<file path="config.mk">
export PLATFORM = sky130hd
export DESIGN_NAME = delay_lat_detect
export DESIGN_NICKNAME = d
export VERILOG_FILES = /design/src/rtl/delay_pkg.sv /design/src/rtl/delay_lat_detect_chg_det.sv /design/src/rtl/delay_lat_detect.sv
export SDC_FILE = /design/constraint.sdc
export NUM_CORES = 1
export LEC_CHECK = 0
export BUFFER_PORTS_ARGS = -buffer_cell sky130_fd_sc_hd__clkbuf_2
export CORE_MARGIN = 2
export CORE_UTILIZATION = 50
export CTS_BUF_LIST = sky130_fd_sc_hd__clkbuf_16
export DETAILED_ROUTE_END_ITERATION = 10
export PLACE_DENSITY = 0.73
export SYNTH_ARGS = -nofsm -noshare
export SYNTH_HDL_FRONTEND = slang
export SYNTH_HIERARCHICAL = 1
export SYNTH_SLANG_ARGS = --single-unit
export TNS_END_PERCENT = 1
</file>
<file path="constraint.sdc">
create_clock -name clk -period 1.8 [get_ports clk]
set_input_delay 0.27 -clock clk [delete_from_list [all_inputs] [get_ports clk]]
set_output_delay 0.27 -clock clk [all_outputs]
set_load 0.005 [all_outputs]
</file>
<file path="src/rtl/delay_pkg.sv">
// Shared types and defaults for the delay-path latency detector.
package delay_pkg;

  typedef enum logic [1:0] {
    IDLE  = 2'd0,
    ARM   = 2'd1,
    COUNT = 2'd2,
    DONE  = 2'd3
  } state_t;

  localparam int W_DEF       = 2;
  localparam int MAX_LAT_DEF = 15;
  localparam int EXP_LAT_DEF = 2;

  // A MAX_LAT of 0 would otherwise give a zero-width latency bus.
  function automatic int lat_width(input int max_lat);
    return (max_lat < 1) ? 1 : $clog2(max_lat + 1);
  endfunction

endpackage

</file>
<file path="src/rtl/delay_lat_detect_chg_det.sv">
// Change detector: registers a W-bit stream and flags a cycle where it differs from last cycle.
module chg_det #(
  parameter int W = 2
) (
  input  logic         clk,
  input  logic         rst,
  input  logic [W-1:0] d,
  output logic [W-1:0] q,
  output logic         evt
);

  logic [W-1:0] r_q;

  // Previous-cycle copy of the stream.
  always_ff @(posedge clk) begin
    if (rst) begin
      r_q <= '0;
    end else begin
      r_q <= d;
    end
  end

  assign q   = r_q;
  assign evt = (d != r_q);

endmodule

</file>
<file path="src/rtl/delay_lat_detect.sv">
// Measures cycles between a source-stream change and the same value appearing on the delayed stream.
// Optional macro DLY_DET_CHECK_EN adds a mismatch output comparing the result against EXP_LAT.
module delay_lat_detect
  import delay_pkg::*;
#(
  parameter int  W       = W_DEF,
  parameter int  MAX_LAT = MAX_LAT_DEF,
  parameter int  EXP_LAT = EXP_LAT_DEF,
  localparam int LW      = lat_width(MAX_LAT)
) (
  input  logic          clk,
  input  logic          rst,
  input  logic [W-1:0]  data_src,
  input  logic [W-1:0]  data_dly,
  input  logic          start,
  output logic          busy,
  output logic          done,
  output logic          timeout,
  output logic [LW-1:0] lat
`ifdef DLY_DET_CHECK_EN
  ,
  output logic          mismatch
`endif
);

  state_t        r_state;
  logic [LW-1:0] r_cnt;
  logic [W-1:0]  r_mark;
  logic          r_busy;
  logic          r_done;
  logic          r_timeout;
  logic [LW-1:0] r_lat;
  logic          r_mismatch;

  logic [W-1:0]  w_src_q;
  logic [W-1:0]  w_dly_q;
  logic          w_src_evt;
  logic          w_dly_evt;
  logic          w_unused;

  chg_det #(.W(W)) u_src_det (
    .clk (clk),
    .rst (rst),
    .d   (data_src),
    .q   (w_src_q),
    .evt (w_src_evt)
  );

  chg_det #(.W(W)) u_dly_det (
    .clk (clk),
    .rst (rst),
    .d   (data_dly),
    .q   (w_dly_q),
    .evt (w_dly_evt)
  );

  assign w_unused = ^{w_src_q, w_dly_q, EXP_LAT[0]};

  // Measurement FSM; every output is registered alongside the state.
  always_ff @(posedge clk) begin
    if (rst) begin
      r_state    <= IDLE;
      r_cnt      <= '0;
      r_mark     <= '0;
      r_busy     <= 1'b0;
      r_done     <= 1'b0;
      r_timeout  <= 1'b0;
      r_lat      <= '0;
      r_mismatch <= 1'b0;
    end else begin
      r_done <= 1'b0;
      case (r_state)
        IDLE: begin
          if (start) begin
            r_state <= ARM;
            r_busy  <= 1'b1;
          end
        end
        ARM: begin
          if (w_src_evt) begin
            r_mark <= data_src;
            if (w_dly_evt && (data_dly == data_src)) begin
              r_lat      <= '0;
              r_timeout  <= 1'b0;
              r_mismatch <= (EXP_LAT != 0);
              r_busy     <= 1'b0;
              r_done     <= 1'b1;
              r_state    <= DONE;
            end else begin
              r_cnt   <= LW'(1);
              r_state <= COUNT;
            end
          end
        end
        COUNT: begin
          if (w_dly_evt && (data_dly == r_mark)) begin
            r_lat      <= r_cnt;
            r_timeout  <= 1'b0;
            r_mismatch <= (int'(r_cnt) != EXP_LAT);
            r_busy     <= 1'b0;
            r_done     <= 1'b1;
            r_state    <= DONE;
          end else if (r_cnt == LW'(MAX_LAT)) begin
            r_lat      <= LW'(MAX_LAT);
            r_timeout  <= 1'b1;
            r_mismatch <= 1'b1;
            r_busy     <= 1'b0;
            r_done     <= 1'b1;
            r_state    <= DONE;
          end else begin
            r_cnt <= r_cnt + 1'b1;
          end
        end
        DONE: begin
          r_state <= IDLE;
        end
        default: begin
          r_state <= IDLE;
          r_busy  <= 1'b0;
        end
      endcase
    end
  end

  assign busy    = r_busy;
  assign done    = r_done;
  assign timeout = r_timeout;
  assign lat     = r_lat;
`ifdef DLY_DET_CHECK_EN
  assign mismatch = r_mismatch;
`endif

endmodule

</file>
==> key figures <==
Layout
  • Final nets: approximately 170
  • Post-route cell area: between 1000 and 1500 um2
  • Area Overhead vs Synth: 31.3%
  • Post-layout util: 0.716
  • Fill cell count: 152
  • Fraction of layout instances using a drive strength above 1: 0.342
  • Antenna cells: 0
  • FF/Latch Area: 383 um2
  • Final Instance Count excl. Fillers: roughly 180
  • Area of the multi-input gates: 733 um2

Clocking
  • CTS tree: yes
  • CTS Buf Count: 3
  • Clock latency on the worst-skew pair: approximately 0.25 ns
  • Worst-path clk slew: about 0.050 ns
  • Root Buffer: clkbuf_16
  • Longest Clk Path Bufs: 2
  • Post-CTS setup buffers: 0
  • H-tree Lvls: 1
  • # clock sinks: 19

Global routing
  • Vias in the first global route: between 900 and 1000
  • Grt ovf: 0
  • Total track usage: 0.219
  • Initial antenna violation count: 0
  • Largest net degree at the start of global routing: 13
  • First-pass GRT wire length: roughly 4.3 mm

Floorplanning
  • Die Wd: roughly 50 um
  • Core area: 2020 um2
  • Die H: between 50 and 60 um
  • # IOs: 14
  • Die area: 2600 um2
  • Row count: 16
  • Initial cell density of the core: 0.545

Drt
  • DRT iter0 DRCs: 21
  • Routed wl met3: between 100 and 150 um
  • Total Routed Length: roughly 2.8 mm
  • Vias per Instance: slightly below 6
  • Uppermost routed layer: met4
  • M1 WL: around 1.2 mm
  • Wire length on met2: 1.40 mm
  • DR vias: 1057
  • Routed wire per std cell: roughly 15 um
  • Antenna viol nets, final: 0
  • DRC: 0
  • Pre-antenna DRT Iters: 4

Placement
  • Port bufs: 13
  • Dpl cells: roughly 180
  • Detailed Place HPWL: 1.93 mm
  • DP Area: roughly 1300 um2
  • RePlAce Congestion: 0.919

Setup path
  • CP startpoint kind: flip-flop
  • Arrival @ worst endpoint: between 1.5 and 2 ns
  • CP required: approximately 2.0 ns
  • Worst r2r src: r_state[0]
  • Worst setup path end: r_cnt[2]
  • R2r setup slk: roughly 0.047 ns
  • RR Endpoint: r_cnt[2]
  • Setup crit start: r_state[0]
  • FF-to-FF path depth: 6
  • Critical path class: flip-flop to flip-flop
  • CP Max Fanout: 4
  • Critical Path Sink Type: flip-flop

Synthesis
  • Synth cell count leaders: dfxtp_1 (19), nand2b_1 (8), nand3_1 (8), xnor2_1 (8)
  • Main combinational cell family by area after synthesis: simple AND/OR/NAND/NOR gates
  • Largest area contributor in the netlist: dfxtp_1
  • Post-Syn Area per Cell: about 9 um2
  • Compound-Gate Fraction of Synth Area: 0.193
  • Most common cell in the netlist: dfxtp_1
  • Post-synth top area share: 0.345
  • Prevailing post-synth register cell: dfxtp_1
  • Synthesized cell area: 1100 um2
  • Async S/R FF share, synth: 0
  • Synth warn: 6
  • Flops & latches, synth: 19
  • Adder-Cell Fraction of Synth Area: 0.0681
  • Sequential area share after synthesis: 0.345
  • Post-synthesis mux area share: 0.0556
  • Synth Area in Simple Gates: 0.221
  • Top cells by area, synth: dfxtp_1 (35%), ha_1 (6.8%), xnor2_1 (6.4%)
  • Post-synth cell types: between 40 and 50
  • EDFF count, synth: 0
  • Cells after synthesis: about 120
  • Xor/xnor share of the synthesized area: 0.0795
  • Syn nets: 135

Status
  • Status: complete, no violations

STA
  • Setup TNS: 0 ns
  • Max-Slew Margin vs Limit: 0.749
  • Final setup viols: 0
  • Slew Viols, Final: 0
  • Final-report hold violation count: 0
  • Clock skew: about 0.0043 ns
  • Crit share post-route: 0.974
  • Worst Tran Pin Value: 0.374 ns
  • Final critical-path required period: ~1.8 ns
  • Fmax achieved: 571 MHz

Worst hold path
  • Worst Hold Class: primary input to flip-flop
  • HP Start: data_src[1]

Power and ir drop
  • Tot Pwr: roughly 0.0019 W
  • Power Dens Cells: around 1300 nW/um2
  • Leak: between 0.6 and 0.7 nW
  • Worst vdd rail ir drop: about 860 uV

Job
  • Maxcap violations: 0
==> through the flow <==
| stage | hold WS, ns | setup slack, ns |
|---|---|---|
| after floorplan | 0.342 | -0.0128 |
| after global placement | 0.460 | 0.0157 |
| after detailed placement | 0.476 | -0.0504 |
| after CTS | 0.311 | 0.00229 |
| after global routing | 0.321 | -0.0123 |
| final | 0.314 | 0.0472 |
==> power by group <==
part | internal, W | switching [W]
sequential | 0.000485 | 0.0000499
clock | 0.000295 | 0.000152
combinational | 0.000417 | 0.000462
==> kinds of logic after synthesis <==
logic type	Yosys count
AOI/OAI and AO/OA	30
xor gates and xnor gates	10
adders and majority gates	6
buffers and inverters	10
DFF	19
muxes	6
and+or+nand+nor	41
==> worst max-delay path, stage by stage (launching register included) <==
cell and delay [ns]:
dfxtp_2 0.33, inv_2 0.07, ha_4 0.16, and4_2 0.22
a41o_2 0.26, or4_4 0.52, a21oi_2 0.13
==> layout by cell type (no fill, tap or decap), drive strengths merged, types with 2 or more instances in the layout <==
cell type	instances
ha	6
a21oi	7
nand3	8
mux2i	5
clkbuf	16
and4	2
xnor2	8
a31oi	3
nor2b	3
buf	18
xor2	2
o21ai	6
inv	6
o31ai	2
nor2	2
and2b	2
nand2	7
dfxtp	19
nand4	2
nand2b	8
==> sequential cells by signal, summed over array words and instances, names as in the netlist <==
signal / flops
lat: 4
timeout: 1
r_cnt: 4
r_state: 2
r_mark: 2
done: 1
u_src_det/q: 2
busy: 1
u_dly_det/q: 2
==> layer usage <==
layer,vias to the layer above,global-route usage
met2,42,0.374
met5,-,0
li1,505,-
met4,0,0.108
met3,7,0.0497
met1,503,0.256
==> layout make-up <==
cell class	instances	share of cell area
clock buffer	3	0.0519
clock inverter	1	0.00259
inverter	5	0.0130
multi-input combinational	93	0.506
sequential	19	0.264
tap	27	0.0233
timing repair buffer	31	0.138
==> worst min-delay path by stage <==
stage | slack (ns) | cells after the start | end
after floorplan | 0.34 | 1 | u_dly_det/q[1]
after global placement | 0.46 | 2 | timeout
after detailed placement | 0.48 | 2 | lat[0]
after CTS | 0.31 | 2 | u_dly_det/q[1]
after global routing | 0.32 | 2 | u_src_det/q[1]
final | 0.31 | 2 | u_src_det/q[1]
==> repair_timing <==
| item | CTS | global route |
|---|---|---|
| setup endpoints to repair | 0 | 9 |
| hold buffers | 0 | 0 |
| gates resized for setup | 0 | 11 |
No activity file was read; power rests on OpenSTA's default activity.
